## src/rtl/motor_pwm_ramp.sv

```systemverilog
// Single-channel H-bridge motor driver: ramped duty toward a commanded target, safe reversal
// (decelerate, coast, re-accelerate) and glitch-free PWM. Define CMD_TIMEOUT_EN for the watchdog.
module motor_pwm_ramp #(
  parameter int unsigned STEP       = 4,
  parameter int unsigned DEAD_TICKS = 8,
  parameter int unsigned PWM_DIV    = 8
`ifdef CMD_TIMEOUT_EN
  ,
  parameter int unsigned TIMEOUT_TICKS = 1525
`endif
) (
  input  logic       clk_in,
  input  logic       rst_n,
  input  logic       slow_clk,
  input  logic       cmd_valid,
  output logic       cmd_ready,
  input  logic [7:0] cmd_speed,
  input  logic       cmd_dir,
  output logic       pwm_en,
  output logic       in1,
  output logic       in2,
  output logic       busy,
  output logic       at_speed,
  output logic       timeout
);

  localparam logic [7:0]        STEP_W    = 8'(STEP);
  localparam int unsigned       DEAD_W    = (DEAD_TICKS > 1) ? $clog2(DEAD_TICKS + 1) : 1;
  localparam int unsigned       DIV_W     = (PWM_DIV > 1) ? $clog2(PWM_DIV) : 1;
  localparam logic [DEAD_W-1:0] DEAD_INIT = DEAD_W'(DEAD_TICKS);
  localparam logic [DEAD_W-1:0] DEAD_ONE  = DEAD_W'(1);
  localparam logic [DIV_W-1:0]  DIV_LAST  = DIV_W'(PWM_DIV - 1);
  localparam logic [DIV_W-1:0]  DIV_ONE   = DIV_W'(1);
  localparam logic [7:0]        PWM_TOP   = 8'd254;

  typedef enum logic [1:0] {StIdle, StRun, StDecel, StDead} state_e;

  state_e            r_state;
  logic [7:0]        r_cur;
  logic [7:0]        r_target;
  logic              r_dir;
  logic [7:0]        r_pend_speed;
  logic              r_pend_dir;
  logic [DEAD_W-1:0] r_dead_cnt;

  logic              r_sync1, r_sync2, r_sync3, r_tick;
  logic [DIV_W-1:0]  r_div;
  logic [7:0]        r_pwm_cnt;
  logic [7:0]        r_duty_lat;

  logic              w_accept;
  logic              w_drive;
  logic              w_wd_fire;
  logic [7:0]        w_diff;
  logic [7:0]        w_cur_ramp;

  // slow_clk is asynchronous: two flops for metastability, a third for rising-edge detect
  always_ff @(posedge clk_in or negedge rst_n) begin
    if (!rst_n) begin
      r_sync1 <= 1'b0;
      r_sync2 <= 1'b0;
      r_sync3 <= 1'b0;
      r_tick  <= 1'b0;
    end else begin
      r_sync1 <= slow_clk;
      r_sync2 <= r_sync1;
      r_sync3 <= r_sync2;
      r_tick  <= r_sync2 & ~r_sync3;
    end
  end

  // Step toward target, clamped so the last step lands exactly on it
  always_comb begin
    w_diff     = 8'd0;
    w_cur_ramp = r_cur;
    if (r_cur < r_target) begin
      w_diff     = r_target - r_cur;
      w_cur_ramp = r_cur + ((w_diff < STEP_W) ? w_diff : STEP_W);
    end else if (r_cur > r_target) begin
      w_diff     = r_cur - r_target;
      w_cur_ramp = r_cur - ((w_diff < STEP_W) ? w_diff : STEP_W);
    end
  end

  assign cmd_ready = (r_state == StIdle) || (r_state == StRun);
  assign w_accept  = cmd_valid & cmd_ready;

`ifdef CMD_TIMEOUT_EN
  localparam int unsigned     WD_W     = $clog2(TIMEOUT_TICKS + 1);
  localparam logic [WD_W-1:0] WD_LIMIT = WD_W'(TIMEOUT_TICKS);
  localparam logic [WD_W-1:0] WD_ONE   = WD_W'(1);

  logic [WD_W-1:0] r_wd_cnt;
  logic            r_timeout;

  always_ff @(posedge clk_in or negedge rst_n) begin
    if (!rst_n) begin
      r_wd_cnt <= '0;
    end else if (w_accept) begin
      r_wd_cnt <= '0;
    end else if (r_tick && (r_wd_cnt != WD_LIMIT)) begin
      r_wd_cnt <= r_wd_cnt + WD_ONE;
    end
  end

  // Fire once; the flag keeps RUN from re-arming so the ramp-down can reach IDLE
  assign w_wd_fire = (r_wd_cnt == WD_LIMIT) && !r_timeout;
  assign timeout   = r_timeout;
`else
  assign w_wd_fire = 1'b0;
  assign timeout   = 1'b0;
`endif

  always_ff @(posedge clk_in or negedge rst_n) begin
    if (!rst_n) begin
      r_state      <= StIdle;
      r_cur        <= 8'd0;
      r_target     <= 8'd0;
      r_dir        <= 1'b1;
      r_pend_speed <= 8'd0;
      r_pend_dir   <= 1'b1;
      r_dead_cnt   <= '0;
`ifdef CMD_TIMEOUT_EN
      r_timeout    <= 1'b0;
`endif
    end else begin
      // A tick in the accept cycle still ramps toward the old target
      if (r_tick) begin
        r_cur <= w_cur_ramp;
      end
`ifdef CMD_TIMEOUT_EN
      if (w_accept) begin
        r_timeout <= 1'b0;
      end
`endif
      unique case (r_state)
        StIdle: begin
          if (w_accept && (cmd_speed != 8'd0)) begin
            r_state  <= StRun;
            r_dir    <= cmd_dir;
            r_target <= cmd_speed;
          end
        end
        StRun: begin
          if (w_accept) begin
            if ((cmd_dir != r_dir) && (r_cur != 8'd0)) begin
              r_state      <= StDecel;
              r_pend_speed <= cmd_speed;
              r_pend_dir   <= cmd_dir;
              r_target     <= 8'd0;
            end else begin
              r_target <= cmd_speed;
              r_dir    <= cmd_dir;
            end
          end else if (w_wd_fire) begin
            r_target <= 8'd0;
`ifdef CMD_TIMEOUT_EN
            r_timeout <= 1'b1;
`endif
          end else if ((r_target == 8'd0) && (r_cur == 8'd0)) begin
            r_state <= StIdle;
          end
        end
        StDecel: begin
          if (r_cur == 8'd0) begin
            r_state    <= StDead;
            r_dead_cnt <= DEAD_INIT;
          end
        end
        StDead: begin
          if (r_tick) begin
            if (r_dead_cnt <= DEAD_ONE) begin
              r_state  <= StRun;
              r_dir    <= r_pend_dir;
              r_target <= r_pend_speed;
            end else begin
              r_dead_cnt <= r_dead_cnt - DEAD_ONE;
            end
          end
        end
        default: r_state <= StIdle;
      endcase
    end
  end

  // Duty is latched only at the counter wrap so a period is never cut short or stretched
  always_ff @(posedge clk_in or negedge rst_n) begin
    if (!rst_n) begin
      r_div      <= '0;
      r_pwm_cnt  <= 8'd0;
      r_duty_lat <= 8'd0;
    end else if (r_div == DIV_LAST) begin
      r_div <= '0;
      if (r_pwm_cnt == PWM_TOP) begin
        r_pwm_cnt  <= 8'd0;
        r_duty_lat <= r_cur;
      end else begin
        r_pwm_cnt <= r_pwm_cnt + 8'd1;
      end
    end else begin
      r_div <= r_div + DIV_ONE;
    end
  end

  assign w_drive  = (r_state == StRun) || (r_state == StDecel);
  assign pwm_en   = (r_pwm_cnt < r_duty_lat);
  assign in1      = w_drive & r_dir;
  assign in2      = w_drive & ~r_dir;
  assign busy     = (r_state != StIdle);
  assign at_speed = (r_state == StRun) && (r_cur == r_target);

endmodule
```

## config.mk

```make
export PLATFORM = sky130hd
export DESIGN_NAME = motor_pwm_ramp
export DESIGN_NICKNAME = d
export VERILOG_FILES = /design/src/rtl/motor_pwm_ramp.sv
export SDC_FILE = /design/constraint.sdc
export NUM_CORES = 1
export LEC_CHECK = 0
export CAP_MARGIN = 20
export CELL_PAD_IN_SITES_DETAIL_PLACEMENT = 0
export CELL_PAD_IN_SITES_GLOBAL_PLACEMENT = 2
export CORE_ASPECT_RATIO = 0.5
export CORE_MARGIN = 1.5
export CORE_UTILIZATION = 41
export DETAILED_ROUTE_END_ITERATION = 7
export PLACE_DENSITY = 0.84
export SYNTH_ARGS = -nofsm -noshare
export SYNTH_HDL_FRONTEND = slang
export SYNTH_SLANG_ARGS = --single-unit
export TNS_END_PERCENT = 10
```

## constraint.sdc

```tcl
create_clock -name clk_in -period 12.59 [get_ports clk_in]
set_input_delay 2.518 -clock clk_in [delete_from_list [all_inputs] [get_ports clk_in]]
set_output_delay 2.518 -clock clk_in [all_outputs]
set_load 0.01 [all_outputs]
```

Yosys cells after proc, flatten, opt, wreduce, memory -nomap -nowiden
Index checks and enable logic that the tools add are counted.
{"block": "totals", "regBits": 55, "latchBits": 0, "ram_bits": 0, "rom_bits": 0, "in_bits": 13, "out_inout_bits": 7, "word_cells": 101, "mem_count": 0}
{"block": "op_classes", "n_addsub": 7, "mul": 0, "div": 0, "magnitude_cmp": 6, "n_eq_ne": 16, "shift": 0, "muxes": 30, "bitwise_logic": 6, "n_reduce_logical": 22}
{"cell": "$mux 8", "n": 10}
{"cell": "$pmux 8 s3", "n": 1}
{"cell": "$sub 8x8->8", "n": 3}
{"cell": "$logic_not 8->1", "n": 2}
{"cell": "$lt 8x3->1 const B", "n": 2}
{"cell": "$lt 8x8->1", "n": 2}
{"cell": "$reduce_bool 8->1", "n": 2}
{"cell": "$mux 2", "n": 7}
{"cell": "$mux 4", "n": 3}
{"cell": "$ne 2x2->1 const B", "n": 6}
{"cell": "$reduce_and 6->1", "n": 2}
{"cell": "$add 8x1->8 const B", "n": 1}
{"cell": "$add 8x8->8", "n": 1}
{"cell": "$eq 8x8->1", "n": 1}
{"cell": "$eq 8x8->1 const B", "n": 1}
{"cell": "$gt 8x8->1", "n": 1}
{"cell": "$pmux 2 s4", "n": 1}
{"cell": "$pmux 4 s2", "n": 1}
{"cell": "$ne 3x2->1 const B", "n": 2}
{"cell": "$reduce_bool 2->1", "n": 3}
{"cell": "$mux 1", "n": 5}
{"cell": "$reduce_and 5->1", "n": 1}
{"cell": "$and 1x1->1", "n": 4}
{"cell": "$eq 2x2->1 const B", "n": 2}
{"cell": "other kinds (17)", "n": 23}

Depth between registers and ports, before layout
Gate-level depths: netlist of the first run.
{"block": "logic_depth", "ltp_word": 6, "ltp_mapped": 22, "depth_no_buf": 22}

Least setup slack after synthesis of the first run
OpenSTA, ideal clock, no wires.
{"block": "synth_path", "kind": "register to register", "startpoint": "register r_cur[1]", "endpoint": "register r_cur[7]", "setup_time_ns": 0.131, "arrival_ns": 4.052, "t_required_ns": 12.459, "path_slack_ns": 8.407, "stages_incl_launch_ff": 19, "n_path_buf": 0, "synth_period_minus_slack_ns": 4.183, "path_cell_list": "dfrtp_1 > inv_1 > fa_1 > xnor2_1 > o221a_1 > o211ai_1 > nor3_1 > nand3_1 > or2_2 > ha_1 > a22oi_1 > ha_1 > nor2b_1 > o2111ai_1 > a31oi_1 > and4_1 > o21a_2 > a2111oi_2 > nand2_1"}
{"block": "synth_via", "elab_chain_len": 6, "elab_cells_between_ends": 14, "cone_classes": "add/sub (4); order compare (4); mux (4); reduce/logical (2)"}
{"item": "start: declaration", "line": "39", "rtl": "logic [7:0] r_cur;"}
{"item": "start signal: assignment", "line": "129", "rtl": "r_cur <= w_cur_ramp;"}
{"item": "$sub 8x8->8", "line": "80", "rtl": "w_diff = r_cur - r_target;"}
{"item": "$lt 8x3->1", "line": "81", "rtl": "w_cur_ramp = r_cur - ((w_diff < STEP_W) ? w_diff : STEP_W);"}
{"item": "$mux 8", "line": "81"}
{"item": "$sub 8x8->8", "line": "81"}
{"item": "$mux 8", "line": "79", "rtl": "end else if (r_cur > r_target) begin"}
{"item": "$mux 8", "line": "76", "rtl": "if (r_cur < r_target) begin"}
Parallel ways exist; a longest one is shown, timed or not. The select of a mux whose other input is x is not followed.
A chain may end at the register's enable or synchronous reset.

Worst setup path after layout of the first run
{"block": "layout_path", "startpoint": "register r_cur[6]", "endpoint": "output port at_speed"}
{"block": "layout_via", "elab_chain_len": 2}
{"item": "$eq 8x8->1", "line": "210", "rtl": "assign at_speed = (r_state == StRun) && (r_cur == r_target);"}
{"item": "$logic_and 1x1->1", "line": "210"}
{"item": "end: declaration", "line": "23", "rtl": "output logic at_speed,"}
No other way between the ends.

==> out/qor.csv, run 1 <==
metric,value,unit
fill_cells,847,
synth_edf_count,0,
status,"complete, no violations",
ir_worst_vdd,0.126,mV
path_buf_inv,2,
clkPwrFrac,14.5,%
finalMaxSlewViolations,0,
row_count,24,
grt_util_all_layers,18.6,%
ys_ff_latch,55,
totalWireLength,8700,µm
cts-resized-gates,0,
grt_max_degree,56,
final_common_cell,dfrtp_1,
postSynthAreaPerCell,9.11,µm²
seq_area_frac_synth,35.8,%
via_per_inst,5.47,
yosysWarnings,0,
p_sw_share,45.5,%
synthCells,423,
syn_nets,480,
startpoint_type,flip-flop,
cts-root-buf,clkbuf_16,
hp-start,r_sync1$_DFF_PN0_,
crit_chain,"inv_1, ha_1, nand4_1, nor3_1, clkdlybuf4s50_1",
critical_path.top_delay_family,buffers and inverters,
clk_pin_slew,0.07,ns
crit_path_start,r_cur[6]$_DFFE_PN0P_,
crit_path_end_kind,output pin,
gp_congestion,0.884,
max_stage_delay,0.57,ns
clock-sinks,55,
p_comb_share,61.5,%
min_period,4.98,ns
start_util,43.2,%
cts_tree,yes,
worst_pin_slew,0.725,ns
coreArea,0.00892,mm²
grt_pass1_wl,14700,µm
pwr-share-seq,24.0,%
crit_arrival,2.46,ns
insertedDiodeCount,0,
timing.final.crit_share,39.6,%
final_cell_mix,"dfrtp_1, inv_1, nand2_1",
grt_pass1_vias,3059,
synthFlopType,dfrtp_1,
p_switching,0.552,mW
max_cap_violations,0,
fmax,201,MHz
h-tree-depth,2,
setup_violations,0,
clockBufferDepth,2,
dr_total_vias,3036,
place_ws,7.83,ns
grt_overflow,0,
ctsHoldBuffers,0,
die-height,71.5,µm
drive_above_1_share,8.22,%
r2r_start,r_cur[3]$_DFFE_PN0P_,
nets,494,
antenna_left,0,
setup_tns,0,ns
crit_type,reg2out,
maxSlewHeadroom,51.2,%
drc,0,
place_hpwl,6680,µm
p_int,0.661,mW
drtIter0Drc,161,
cp.required,10.07,ns
areaGrowthSynthToFinish,11.6,%
cts_setup_buffers,0,
fin_worst_skew,0.00626,ns
cp_max_fo,11,
io_pins,20,
placed_cells,547,
critPathSlowestCell,clkdlybuf4s50_1,
antenna_found_initial,0,
port_buffers,18,
worstSkewPairLatency,0.29,ns
min_path_type,reg2reg,
power,1.21,mW
rsz0062_at_grt,false,
async_reset_ff_share,100,%
cts_made_buffers,5,
die_x,140,µm
fp.dieArea,0.0100,mm²
first_pass_iters,4,
powerDensity,282,mW/mm²
hold_viol,0,
syn_area,0.00385,mm²
wl_per_cell,15.7,µm
fin_cells,555,
leakagePower,1.93,nW
fin_ws,7.61,ns
synth.distinct_cells,59,
-- layout make-up --
class	instances	area (µm²)	share of cell area, %
sequential	55	1380	32.1
clock inverter	2	60.1	1.40
timing repair buffer	21	198	4.60
inverter	44	165	3.84
multi-input combinational	310	2220	51.7
clock buffer	6	129	3.00
tap	117	146	3.41
-- flip-flops by register name, indices dropped and copies added, names as in the netlist, 2 cells and up --
name          cells
r_cur             8
r_dead_cnt        4
r_div             3
r_duty_lat        8
r_pend_speed      8
r_pwm_cnt         8
r_state           2
r_target          8
-- through the flow --
step	hold slack, ns	cell area [µm²]	utilization (%)
2_1_floorplan	0.331	3850	-
3_3_place_gp	0.341	4100	46.0
3_5_place_dp	0.337	4110	46.1
4_1_cts	0.361	4300	48.2
5_1_grt	0.363	4300	48.2
6_report	0.355	4300	48.2
-- final timing paths --
check	end	slack, ns	cells past startpoint
min	r_sync2$_DFF_PN0_	0.36	0
min reg2reg	r_sync2$_DFF_PN0_	0.36	0
max in group asynchronous	r_target[4]$_DFFE_PN0P_	9.74	2
min in group asynchronous	r_pwm_cnt[6]$_DFFE_PN0P_	2.34	2
max reg2reg	r_cur[7]$_DFFE_PN0P_	7.85	18
max	at_speed	7.61	5
-- power groups by stage --
| stage | registers [mW] | clock network, mW | logic (mW) |
|---|---|---|---|
| global route | 0.300 | 0.189 | 0.837 |
| CTS | 0.292 | 0.181 | 0.742 |
| floorplan | 0.270 | 0 | 0.599 |
| detailed placement | 0.295 | 0 | 0.737 |
| finish | 0.292 | 0.176 | 0.745 |
| global placement | 0.291 | 0 | 0.723 |
-- logic make-up after synthesis --
| group | after synthesis | share of synthesized area, % |
|---|---|---|
| compound gates | 110 | 18.6 |
| buf+inv | 58 | 6.53 |
| simple gates | 121 | 15.4 |
| other cells | 1 | 0.0973 |
| xor+xnor | 16 | 3.64 |
| mux | 18 | 5.10 |
| flops | 55 | 35.8 |
| fa+ha+maj | 44 | 14.9 |
-- cell usage after synthesis, drive strengths merged (7+ instances only) --
cell,number,area share [%]
a21oi,29,3.9
a221oi,10,2.4
buf,8,1.7
dfrtp,53,34
ha,41,13
inv,44,4.3
mux2,10,2.9
mux2i,8,2.2
nand2,42,4.1
nand3,9,1.2
nor2,24,2.4
nor2b,7,1.1
nor3,8,1.2
o21a,7,1.4
o21ai,35,4.5
xnor2,9,2.0
xor2,7,1.6
-- routing by layer --
| metal | GRT usage (%) | wire (µm) | up-vias |
|---|---|---|---|
| li1 | - | - | 1512 |
| met1 | 25.1 | 4340 | 1460 |
| met2 | 30.8 | 3910 | 56 |
| met3 | 3.94 | 366 | 8 |
| met4 | 4.56 | 87 | 0 |
| met5 | 0 | 0 | - |
Note: power is estimated with default switching activity, not from simulation.
==> inputs of run 2 (changes only) <==
--- a/config.mk
+++ b/config.mk
@@ -10,9 +10,9 @@
 export CELL_PAD_IN_SITES_GLOBAL_PLACEMENT = 2
 export CORE_ASPECT_RATIO = 0.5
 export CORE_MARGIN = 1.5
-export CORE_UTILIZATION = 41
+export CORE_UTILIZATION = 38
 export DETAILED_ROUTE_END_ITERATION = 7
-export PLACE_DENSITY = 0.84
+export PLACE_DENSITY = 0.79
 export SYNTH_ARGS = -nofsm -noshare
 export SYNTH_HDL_FRONTEND = slang
 export SYNTH_SLANG_ARGS = --single-unit
==> constraint.sdc (replaced) <==
create_clock -name clk_in -period 5.1 [get_ports clk_in]
set_input_delay 1.02 -clock clk_in [delete_from_list [all_inputs] [get_ports clk_in]]
set_output_delay 1.02 -clock clk_in [all_outputs]
set_load 0.01 [all_outputs]
==> run 2 against run 1 <==
Sequential power up 140%; wire length rose by 2.3%; non-clock buffer count is 4 higher; cell count rose by 4.0%; power increased by 140%; combinational power grew to 2.6 times the previous value; first-iteration DRC count shrank 16%; largest cell class unchanged; highest routed layer unchanged.
==> out/qor.csv, run 2 (same netlist as run 1, synthesis figures left out) <==
metric,value,unit
leakagePower,1.92,nW
h-tree-depth,2,
fp.dieArea,0.0108,mm²
io_pins,20,
via_per_inst,5.33,
antenna_left,0,
timing.final.crit_share,91.4,%
met3_length,434,µm
fmax,215,MHz
totalWireLength,8900,µm
drtIter0Drc,136,
first_pass_iters,5,
drive_above_1_share,9.95,%
path_buf_inv,1,
grt_pass1_wl,15100,µm
die-height,74.2,µm
fin_worst_skew,0.00698,ns
cp.required,5.27,ns
final_common_cell,dfrtp_1,
grt_pass1_vias,2960,
ir_worst_vdd,0.260,mV
nets,498,
critPathSlowestCell,dfrtp_1,
insertedDiodeCount,0,
crit_type,reg2reg,
drc,0,
gp_congestion,0.936,
crit_path_start,r_cur[2]$_DFFE_PN0P_,
met1Wirelength,4600,µm
coreArea,0.00963,mm²
die_x,145,µm
dpl_cell_area,0.00416,mm²
cts_made_buffers,5,
maxSlewHeadroom,51.0,%
r2r_start,r_cur[2]$_DFFE_PN0P_,
powerDensity,684,mW/mm²
worst_pin_slew,0.735,ns
crit_arrival,4.83,ns
startpoint_type,flip-flop,
rsz0062_at_grt,false,
port_buffers,18,
max_cap_violations,0,
hp-start,r_sync1$_DFF_PN0_,
grt_max_degree,56,
start_util,40.0,%
critical_path.top_delay_family,compound AO/OA/AOI/OAI gates,
min_period,4.66,ns
crit_path_end_kind,flip-flop,
hold_viol,0,
max_stage_delay,0.45,ns
grt_overflow,0,
top_layer,met4,
wl_per_cell,15.4,µm
timing.critical_path.mode_cell,ha_1,
crit_chain,"inv_1, ha_1, nor2_1, a211o_1, mux2i_1, nand3_1, or2_2, ha_1, a22oi_1, ha_1, nor2b_1, o2111ai_1, a31oi_2, and4_1, o21a_2, a2111oi_2, nand2_1",
holdWs,0.358,ns
final_area,0.00432,mm²
clock-sinks,55,
r2r_setup_slack,0.44,ns
status,"complete, no violations",
cts_tree,yes,
place_hpwl,6770,µm
setup_tns,0,ns
cts-root-buf,clkbuf_16,
antenna_found_initial,0,
cts_setup_buffers,0,
setup_violations,0,
areaGrowthSynthToFinish,12.2,%
row_count,25,
worstSkewPairLatency,0.30,ns
final_cell_mix,"dfrtp_1, inv_1, nand2_1",
clk_pin_slew,0.07,ns
dr_total_vias,3077,
grt_util_all_layers,17.8,%
finalMaxSlewViolations,0,
min_path_type,reg2reg,
route.met2.wl,3830,µm
clockBufferDepth,2,
cp_max_fo,7,
## run 2: changes by cell type in the layout (fill, tap and decap cells not counted), sizes merged
cell | before | now
clkbuf | 6 | 5
bufinv | 2 | 0
buf | 4 | 8
clkinvlp | 0 | 2
inv | 44 | 45
## run 2: power by group
group	switching [mW]	total, mW	internal [mW]	leakage (nW)
Clock	0.169	0.353	0.184	0.0664
Combinational	1.11	1.91	0.800	1.18
Sequential	0.119	0.692	0.573	0.676
Total	1.40	2.96	1.56	1.92
## run 2: metal layers
metal	track usage [%]	vias to the layer above
met5	0	-
met4	2.72	0
met3	3.37	5
met2	28.4	58
met1	25.7	1493
li1	-	1521
## run 2: repair_timing
| action | 4_1_cts | 5_1_grt |
|---|---|---|
| resized for setup | 0 | 3 |
| hold buffers | 0 | 0 |
| endpoints found under the setup margin | 0 | 1 |
## run 2: layout make-up
| type | count | area, µm² |
|---|---|---|
| Clock buffer | 5 | 125 |
| Clock inverter | 3 | 23.8 |
| Fill cell | 980 | 5310 |
| Inverter | 44 | 165 |
| Multi-Input combinational cell | 310 | 2230 |
| Sequential cell | 55 | 1380 |
| Tap cell | 135 | 169 |
| Timing Repair Buffer | 25 | 228 |
## run 2: stage by stage
stage | worst slack (ns) | power, mW | cells | util, %
6_report | 0.441 | 2.96 | 577 | 44.9
5_1_grt | 0.0858 | 3.25 | 577 | 44.9
4_1_cts | 0.326 | 2.94 | 577 | 44.8
3_5_place_dp | 0.378 | 2.57 | 569 | 43.2
3_3_place_gp | 0.556 | 2.55 | 569 | 43.2
2_1_floorplan | 0.917 | 2.14 | 423 | -
## run 2: final timing paths
| kind | endpoint | cells past startpoint |
|---|---|---|
| setup / recovery | r_cur[7]$_DFFE_PN0P_ | 17 |
| hold / removal | r_sync2$_DFF_PN0_ | 0 |
| setup reg to reg | r_cur[7]$_DFFE_PN0P_ | 17 |
| hold reg to reg | r_sync2$_DFF_PN0_ | 0 |
| max in group asynchronous | r_cur[1]$_DFFE_PN0P_ | 2 |
| min in group asynchronous | r_pwm_cnt[2]$_DFFE_PN0P_ | 2 |
==> inputs of run 3 (changes only) <==
--- a/config.mk
+++ b/config.mk
@@ -13,6 +13,7 @@
 export CORE_UTILIZATION = 38
 export DETAILED_ROUTE_END_ITERATION = 7
 export PLACE_DENSITY = 0.79
+export RECOVER_POWER = 25
 export SYNTH_ARGS = -nofsm -noshare
 export SYNTH_HDL_FRONTEND = slang
 export SYNTH_SLANG_ARGS = --single-unit
==> run 3 against run 2 <==
Largest power group unchanged; clock skew unchanged; fmax about the same; power about the same; critical endpoint unchanged; utilization about the same; the flow now finishes with violations (max-capacitance violations, max-slew violations).
==> out/qor.csv, run 3 (same netlist as run 1, synthesis figures left out) <==
metric,value,unit
worstSetupPathDepth,17,
r2r_start,r_cur[2]$_DFFE_PN0P_,
final_area,0.00432,mm²
drtIter0Drc,136,
antenna_found_initial,0,
cts-root-buf,clkbuf_16,
worst_pin_slew,3.08,ns
startpoint_type,flip-flop,
row_count,25,
crit_arrival,4.83,ns
cts_made_buffers,5,
dpl_cell_area,0.00416,mm²
cp.required,5.27,ns
coreArea,0.00963,mm²
crit_chain,"inv_1, ha_1, nor2_1, a211o_1, mux2i_1, nand3_1, or2_2, ha_1, a22oi_1, ha_1, nor2b_1, o2111ai_1, a31oi_2, and4_1, o21a_2, a2111oi_2, nand2_1",
power,2.96,mW
clock-sinks,55,
hold_end,r_sync2$_DFF_PN0_,
place_hpwl,6770,µm
worstSkewPairLatency,0.30,ns
maxSlewHeadroom,-105,%
r2r_setup_slack,0.44,ns
status,finished with violations,
clockBufferDepth,2,
crit_path_end_kind,flip-flop,
drive_above_1_share,9.73,%
fp.dieArea,0.0108,mm²
leakagePower,1.92,nW
reg2regPathDepth,17,
die-height,74.2,µm
nets,498,
fmax,215,MHz
wl_per_cell,15.4,µm
first_pass_iters,5,
die_x,145,µm
critical_path.top_delay_family,compound AO/OA/AOI/OAI gates,
ir_worst_vdd,0.260,mV
grt_pass1_vias,2960,
port_buffers,18,
io_pins,20,
setup_violations,0,
place_ws,0.378,ns
drc,0,
cts_tree,yes,
failed_checks,"max-capacitance violations, max-slew violations",
timing.final.crit_share,91.3,%
path_buf_inv,1,
antenna_left,0,
h-tree-depth,2,
gp_congestion,0.936,
rsz0062_at_grt,false,
critPathSlowestCell,dfrtp_1,
final_cell_mix,"dfrtp_1, inv_1, nand2_1",
hp-start,r_sync1$_DFF_PN0_,
max_cap_violations,1,
min_path_cells,0,
grt_pass1_wl,15100,µm
areaGrowthSynthToFinish,12.1,%
fin_ws,0.441,ns
setup_tns,0,ns
powerDensity,685,mW/mm²
final_common_cell,dfrtp_1,
hold_viol,0,
ctsHoldBuffers,0,
clk_pin_slew,0.07,ns
dr_total_vias,3075,
grt_util_all_layers,17.8,%
max_stage_delay,0.45,ns
fill_cells,981,
insertedDiodeCount,0,
min_period,4.66,ns
r2r_end,r_cur[7]$_DFFE_PN0P_,
timing.critical_path.mode_cell,ha_1,
via_per_inst,5.33,
fin_worst_skew,0.00698,ns
grt_overflow,0,
cp_max_fo,7,
crit_type,reg2reg,
totalWireLength,8900,µm
start_util,40.0,%
grt_max_degree,56,
finalMaxSlewViolations,56,
min_path_type,reg2reg,
run 3: cell types whose count changed in the layout (fill, tap and decap cells not counted):
cell,change
dlygate4sd3_1,+1
buf_4,-1
clkbuf_1,+1
clkdlybuf4s50_1,-1
run 3: power by group:
| group | internal [mW] | switching (mW) |
|---|---|---|
| sequential | 0.573 | 0.119 |
| combinational | 0.800 | 1.11 |
| clock | 0.184 | 0.169 |
run 3: worst register-to-register path: stages, from the launching register on:
cell and delay [ns]:
dfrtp_1 0.45, inv_1 0.11, ha_1 0.44, nor2_1 0.10, a211o_1 0.32, mux2i_1 0.34, nand3_1 0.25, or2_2 0.34
ha_1 0.27, a22oi_1 0.27, ha_1 0.29, nor2b_1 0.14, o2111ai_1 0.26, a31oi_2 0.22, and4_1 0.26, o21a_2 0.12
a2111oi_2 0.27, nand2_1 0.09
run 3: worst max-delay path by stage:
stage / start / slack [ns] / endpoint
finish: r_cur[2]$_DFFE_PN0P_ / 0.44 / r_cur[7]$_DFFE_PN0P_
global route: r_cur[2]$_DFFE_PN0P_ / 0.09 / r_cur[7]$_DFFE_PN0P_
CTS: r_cur[1]$_DFFE_PN0P_ / 0.33 / r_cur[7]$_DFFE_PN0P_
detailed placement: r_cur[1]$_DFFE_PN0P_ / 0.38 / r_cur[7]$_DFFE_PN0P_
global placement: r_cur[2]$_DFFE_PN0P_ / 0.56 / r_cur[7]$_DFFE_PN0P_
floorplan: r_cur[1]$_DFFE_PN0P_ / 0.92 / r_cur[7]$_DFFE_PN0P_
run 3: area by class of cell:
| class | instances | area (µm²) | area share [%] |
|---|---|---|---|
| repair buffers | 25 | 224 | 5.18 |
| clock inverters | 3 | 23.8 | 0.550 |
| clock buffers | 5 | 125 | 2.90 |
| flip-flops and latches | 55 | 1380 | 31.9 |
| multi-input cells | 310 | 2230 | 51.7 |
| well taps | 135 | 169 | 3.91 |
| inverters | 44 | 165 | 3.82 |
run 3: timing repair:
item | in CTS | in global routing
buffers inserted | 0 | 0
gates resized for setup | 0 | 3
endpoints found under the setup margin | 0 | 1
run 3: layer usage:
layer  vias to the layer above  share of wire (%)  track usage [%]
met5                         -                  0                0
met4                         0               0.45             2.72
met3                         5                4.9             3.37
met2                        58                 43             28.4
met1                      1491                 52             25.7
li1                       1521                  -                -
run 3: stage by stage:
step                      instances  hold slack, ns  utilization [%]
after detailed placement        569           0.347             43.2
after global routing            577           0.382             44.8
after global placement          569           0.338             43.2
after floorplan                 423           0.331                -
final                           577           0.358             44.8
after CTS                       577           0.365             44.8
